**src/rtl/rf_issue_pkg.sv**
```systemverilog
// Shared types and constants for the register-fetch issue scoreboard.
// Consumers: rf_pend_counters, rf_issue_scoreboard.
package rf_issue_pkg;

    localparam logic [4:0] REG_ZERO = 5'd0;

    typedef enum logic [1:0] {
        IDLE     = 2'd0,
        WAIT_HAZ = 2'd1,
        WAIT_RDY = 2'd2
    } issue_state_e;

    // Payload is kept in a separate register so PAYLOAD_W stays a top-level parameter.
    typedef struct packed {
        logic [4:0] rs1;
        logic [4:0] rs2;
        logic [4:0] rd;
        logic       rs1_used;
        logic       rs2_used;
        logic       regw;
    } issue_bundle_t;

    function automatic int unsigned pend_max(input int unsigned w);
        return (32'd1 << w) - 32'd1;
    endfunction

endpackage

```
**src/rtl/rf_pend_counters.sv**
```systemverilog
// Per-register outstanding-write counters with busy/full views and sticky underflow.
// SCOREBOARD_BYPASS_EN: busy/full views subtract a same-cycle writeback.
module rf_pend_counters
    import rf_issue_pkg::*;
#(
    parameter int NREG   = 32,
    parameter int PEND_W = 2
) (
    input  logic                    clk,
    input  logic                    rst,
    input  logic                    i_inc_en,
    input  logic [$clog2(NREG)-1:0] i_inc_idx,
    input  logic                    i_dec_en,
    input  logic [$clog2(NREG)-1:0] i_dec_idx,
    output logic [NREG-1:0]         o_busy,
    output logic [NREG-1:0]         o_full,
    output logic                    o_underflow
);

    localparam int IDX_W = $clog2(NREG);
    localparam logic [PEND_W-1:0] CNT_MAX = PEND_W'(pend_max(PEND_W));

    logic [PEND_W-1:0] r_pend [NREG];
    logic              r_underflow;
    logic [NREG-1:0]   w_inc_hit;
    logic [NREG-1:0]   w_dec_hit;
    logic [PEND_W-1:0] w_eff [NREG];
    logic              w_underflow;

    always_comb begin
        w_inc_hit   = '0;
        w_dec_hit   = '0;
        w_underflow = 1'b0;
        for (int unsigned i = 1; i < NREG; i++) begin
            w_inc_hit[i] = i_inc_en && (i_inc_idx == IDX_W'(i));
            w_dec_hit[i] = i_dec_en && (i_dec_idx == IDX_W'(i));
            if (w_dec_hit[i] && !w_inc_hit[i] && (r_pend[i] == '0))
                w_underflow = 1'b1;
        end
    end

    always_comb begin
        o_busy = '0;
        o_full = '0;
        for (int unsigned i = 0; i < NREG; i++) begin
            w_eff[i] = r_pend[i];
`ifdef SCOREBOARD_BYPASS_EN
            if (w_dec_hit[i] && (r_pend[i] != '0))
                w_eff[i] = r_pend[i] - 1'b1;
`endif
            o_busy[i] = (w_eff[i] != '0);
            o_full[i] = (w_eff[i] == CNT_MAX);
        end
    end

    always_ff @(posedge clk or negedge rst) begin
        if (!rst) begin
            for (int unsigned i = 0; i < NREG; i++)
                r_pend[i] <= '0;
            r_underflow <= 1'b0;
        end else begin
            for (int unsigned i = 1; i < NREG; i++) begin
                if (w_inc_hit[i] && !w_dec_hit[i])
                    r_pend[i] <= r_pend[i] + 1'b1;
                else if (w_dec_hit[i] && !w_inc_hit[i] && (r_pend[i] != '0))
                    r_pend[i] <= r_pend[i] - 1'b1;
            end
            if (w_underflow)
                r_underflow <= 1'b1;
        end
    end

    assign o_underflow = r_underflow;

endmodule

```
**src/rtl/rf_issue_scoreboard.sv**
```systemverilog
// Register-fetch holding stage: scoreboard hazard check and valid/ready issue to execute.
// SCOREBOARD_BYPASS_EN (in rf_pend_counters): same-cycle writeback clears a RAW hazard.
module rf_issue_scoreboard
    import rf_issue_pkg::*;
#(
    parameter int NREG      = 32,
    parameter int PEND_W    = 2,
    parameter int PAYLOAD_W = 64+64+6+7+8+3
) (
    input  logic                 clk,
    input  logic                 rst,
    input  logic                 in_valid,
    input  logic [4:0]           in_rs1,
    input  logic [4:0]           in_rs2,
    input  logic [4:0]           in_rd,
    input  logic                 in_rs1_used,
    input  logic                 in_rs2_used,
    input  logic                 in_regw,
    input  logic [PAYLOAD_W-1:0] in_payload,
    output logic                 decode_enable,
    output logic                 issue_valid,
    input  logic                 issue_ready,
    output logic [4:0]           issue_rs1,
    output logic [4:0]           issue_rs2,
    output logic [4:0]           issue_rd,
    output logic                 issue_regw,
    output logic [PAYLOAD_W-1:0] issue_payload,
    input  logic                 wb_valid,
    input  logic [4:0]           wb_rd,
    input  logic                 flush,
    output logic                 wb_err,
    output logic [31:0]          stall_cycles
);

    localparam int IDX_W = $clog2(NREG);

    issue_state_e          r_state;
    issue_state_e          w_state_nxt;
    issue_bundle_t         r_b;
    logic [PAYLOAD_W-1:0]  r_payload;
    logic [31:0]           r_stall;
    logic [NREG-1:0]       w_busy;
    logic [NREG-1:0]       w_full;
    logic                  w_hold;
    logic                  w_hazard;
    logic                  w_fire;
    logic                  w_accept;
    logic                  w_inc_en;
    logic                  w_dec_en;

    rf_pend_counters #(
        .NREG   (NREG),
        .PEND_W (PEND_W)
    ) u_pend (
        .clk         (clk),
        .rst         (rst),
        .i_inc_en    (w_inc_en),
        .i_inc_idx   (IDX_W'(r_b.rd)),
        .i_dec_en    (w_dec_en),
        .i_dec_idx   (IDX_W'(wb_rd)),
        .o_busy      (w_busy),
        .o_full      (w_full),
        .o_underflow (wb_err)
    );

    // State IDLE means empty; the WAIT_* split records why a held bundle did not leave.
    always_comb begin
        w_hold        = (r_state != IDLE);
        w_hazard      = (r_b.rs1_used && (r_b.rs1 != REG_ZERO) && w_busy[r_b.rs1]) ||
                        (r_b.rs2_used && (r_b.rs2 != REG_ZERO) && w_busy[r_b.rs2]) ||
                        (r_b.regw     && (r_b.rd  != REG_ZERO) && w_full[r_b.rd]);
        issue_valid   = w_hold && !w_hazard && !flush;
        w_fire        = issue_valid && issue_ready;
        decode_enable = !w_hold || w_fire || flush;
        w_accept      = in_valid && decode_enable;
        w_inc_en      = w_fire && r_b.regw && (r_b.rd != REG_ZERO);
        w_dec_en      = wb_valid && (wb_rd != REG_ZERO);

        w_state_nxt = r_state;
        if (w_accept)
            w_state_nxt = WAIT_RDY;
        else if (w_fire || flush)
            w_state_nxt = IDLE;
        else if (w_hold)
            w_state_nxt = w_hazard ? WAIT_HAZ : WAIT_RDY;
    end

    always_ff @(posedge clk or negedge rst) begin
        if (!rst)
            r_state <= IDLE;
        else
            r_state <= w_state_nxt;
    end

    always_ff @(posedge clk or negedge rst) begin
        if (!rst) begin
            r_b       <= '0;
            r_payload <= '0;
        end else if (w_accept) begin
            r_b.rs1      <= in_rs1;
            r_b.rs2      <= in_rs2;
            r_b.rd       <= in_rd;
            r_b.rs1_used <= in_rs1_used;
            r_b.rs2_used <= in_rs2_used;
            r_b.regw     <= in_regw;
            r_payload    <= in_payload;
        end
    end

    always_ff @(posedge clk or negedge rst) begin
        if (!rst)
            r_stall <= '0;
        else if (w_hold && !w_fire && (r_stall != '1))
            r_stall <= r_stall + 32'd1;
    end

    assign issue_rs1     = r_b.rs1;
    assign issue_rs2     = r_b.rs2;
    assign issue_rd      = r_b.rd;
    assign issue_regw    = r_b.regw;
    assign issue_payload = r_payload;
    assign stall_cycles  = r_stall;

endmodule

```
**config.mk**
```make
export PLATFORM = sky130hd
export DESIGN_NAME = rf_issue_scoreboard
export DESIGN_NICKNAME = d
export VERILOG_FILES = /design/src/rtl/rf_issue_pkg.sv /design/src/rtl/rf_pend_counters.sv /design/src/rtl/rf_issue_scoreboard.sv
export SDC_FILE = /design/constraint.sdc
export NUM_CORES = 1
export LEC_CHECK = 0
export BUFFER_PORTS_ARGS = -buffer_cell sky130_fd_sc_hd__buf_2
export CAP_MARGIN = 5
export CORE_MARGIN = 2
export CORE_UTILIZATION = 40
export DETAILED_ROUTE_END_ITERATION = 10
export GPL_TIMING_DRIVEN = 0
export SYNTH_ARGS = -nofsm -noshare
export SYNTH_HDL_FRONTEND = slang
export SYNTH_SLANG_ARGS = --single-unit
```
**constraint.sdc**
```tcl
create_clock -name clk -period 9.8 [get_ports clk]
set_input_delay 0.49 -clock clk [delete_from_list [all_inputs] [get_ports clk]]
set_output_delay 0.49 -clock clk [all_outputs]
set_load 0.05 [all_outputs]
```
==> impl_metrics.json <==
{
  "syn_to_final_growth_pct": 28.2,
  "grt_max_degree": 120,
  "clock_latency_ns": 0.59,
  "drive_gt1_frac": 0.390,
  "ioPinCount": 384,
  "clkTransAtPathRegs_ns": 0.06,
  "arrival_ns": 5.36,
  "synth_fp_nets": 1362,
  "place_ws_ns": 4.82,
  "layout_common_cells": "buf_2 (393), dfrtp_1 (267), mux2_2 (147)",
  "register_area_sq_um": 6680,
  "cellLeakagePower_nw": 7.55,
  "worst_pin_slew_ns": 0.789,
  "synth_top_family_by_area": "multiplexers",
  "cts_buffer_depth": 3,
  "grt_usage": 0.257,
  "clock-root-buffer": "clkbuf_16",
  "reg2reg_slack_ns": 4.90,
  "netlist_instances": 1180,
  "crit_fanout": 10,
  "synth_area_sq_um": 12800,
  "ys_async_sr_fraction": 1.00,
  "synthAdderAreaFrac": 0.000975,
  "clock_sinks": 267,
  "setup_slack_ns": 4.90,
  "io_buffers": 383,
  "grt_pass1_wl_um": 65700,
  "grt_setup_unrepaired": "no",
  "fin_area_sq_um": 16400,
  "period_share": 0.500,
  "hpwl_um": 33500,
  "ys.flop_type": "dfrtp_1",
  "max_freq_mhz": 204,
  "place_area_sq_um": 15300,
  "status": "completed",
  "firstDrtPassIters": 5,
  "grt_pass1_vias": 11083,
  "ir_drop_uv": 235,
  "multi_input_area_sq_um": 5730,
  "synth_mux_area_frac": 0.167,
  "min-delay-start": "in_payload[128]",
  "avgSynthCellArea_sq_um": 10.9,
  "synth.distinct_cells": 70,
  "layout_commonest_cell": "buf_2",
  "num_rows": 65,
  "synthXorXnorAreaFrac": 0.0218,
  "finalSetupViolCount": 0,
  "hold_class": "input pin to flip-flop",
  "routabilityCongestion": 0.937,
  "postCtsSetupBuffers": 0,
  "critical_path_class": "flip-flop to flip-flop",
  "r2r_start": "issue_rd[1]",
  "end_kind": "flip-flop",
  "die_area_sq_um": 33500,
  "slew_headroom": 0.473,
  "dieWidth_um": 183,
  "hold_violations": 0,
  "cts_max_level": 1,
  "fp.dieH_um": 183,
  "start_kind": "flip-flop",
  "nFillCells": 2984,
  "fin_tns_setup_ns": 0,
  "crit_required_ns": 10.26,
  "routedWlPerCell_um": 21.3,
  "synth_compound_area_frac": 0.111,
  "yosys.area_share.simple": 0.146,
  "via_per_inst": 5.44,
  "antenna_found_initial": 15,
  "synth_edf_count": 0,
  "crit_start": "issue_rd[1]",
  "drc": 0,
  "powerDensity_nw_per_um2": 312,
  "timing.final.crit_period_ns": 4.90,
  "num_vias": 11079,
  "ys_seq_area_frac": 0.521,
  "core_sq_um": 31600,
  "final_nets": 1781,
  "start_util": 0.407,
  "cts_tree": "yes",
  "overflow": 0,
  "clock_skew_ns": 0.0197,
  "finalWirelength_um": 43300,
  "maxSlewViolCount": 0,
  "cts_buffers": 31,
  "ys_warn_count": 2,
  "antenna_left": 0,
  "maxCapViolCount": 0,
  "detail_route.iter0.violations": 790,
  "ys_ff_latch": 267
}
## state kept, by name, summed over array words and instances, names as in the netlist
| signal | cells |
|---|---|
| u_pend.r_pend | 62 |
| issue_rs1 | 5 |
| issue_payload | 152 |
| issue_rd | 5 |
| u_pend.o_underflow | 1 |
| r_state | 2 |
| issue_regw | 1 |
| stall_cycles | 32 |
| r_b | 2 |
| issue_rs2 | 5 |
## what timing repair did
action / 4_1_cts / 5_1_grt
hold buffers: 1 / 0
gates resized for setup: 0 / 0
hold endpoints to repair: 68 / 0
## metrics by stage
step                      hold slack (ns)  total power [mW]  instances   util
after global placement              0.471              3.89       1965  0.483
final                               0.111              5.13       2036  0.521
after global routing                0.108              5.36       2028  0.521
after detailed placement            0.473              3.92       1967  0.485
after floorplan                     0.194              3.24       1180      -
after CTS                          0.0967              5.16       2026  0.520
## cell families after synthesis
| logic type | count (synthesis) |
|---|---|
| xor+xnor | 32 |
| flops | 267 |
| compound gates | 224 |
| simple gates | 385 |
| buf+inv | 89 |
| mux | 182 |
| fa+ha+maj | 1 |
## final timing paths
check,to,cells after the start
setup / recovery,issue_rd[0],15
hold / removal,issue_payload[128],2
setup reg to reg,issue_rd[0],15
hold reg to reg,stall_cycles[26],1
max in group asynchronous,issue_payload[119],4
min in group asynchronous,stall_cycles[21],2
## per-layer routing
layer	vias up	share of wire	track usage
li1	5084	-	-
met1	5428	0.39	0.320
met2	449	0.49	0.428
met3	108	0.087	0.0727
met4	10	0.039	0.0941
met5	-	0.0016	0
## synth_stat cells (all sizes together), types with 13 or more instances
library cell / count / area, sq um
dfrtp: 267 / 6680
mux2: 173 / 1950
nand2: 106 / 398
nor2: 104 / 390
o21ai: 87 / 435
nor3: 36 / 185
buf: 34 / 216
a21oi: 33 / 165
inv: 28 / 105
clkbuf: 27 / 101
nand3: 26 / 130
a31oi: 20 / 125
o21a: 18 / 135
xnor2: 17 / 149
and3: 16 / 100
nand3b: 15 / 113
xor2: 15 / 131
or2: 14 / 87.6
a211oi: 13 / 97.6
## critical path, stage by stage, from the launching register on
cell and delay, ns:
dfrtp_1 0.34, clkbuf_1 0.41, clkbuf_1 0.48, buf_2 0.38
nand3_1 0.12, o211ai_1 0.11, a21oi_1 0.12, nor4_1 0.34
a41o_1 0.23, nor3_2 0.13, nand2_1 0.12, nand2_1 0.14
nand2_1 0.37, clkbuf_1 0.43, buf_1 0.65, mux2_2 0.41
## layout make-up
class / count / area share
repair buffers: 386 / 0.121
flip-flops and latches: 267 / 0.406
well taps: 402 / 0.0306
multi-input cells: 824 / 0.348
inverters: 28 / 0.00639
clock inverters: 17 / 0.0141
diodes: 10 / 0.00152
plain buffers: 61 / 0.0193
clock buffers: 41 / 0.0525
## power breakdown
group | internal (mW) | switching (mW) | total, mW
Combinational | 0.638 | 1.61 | 2.25
Sequential | 1.41 | 0.244 | 1.65
Clock | 0.752 | 0.476 | 1.23
Total | 2.80 | 2.33 | 5.13
Note: power is estimated with default switching activity, not from simulation.
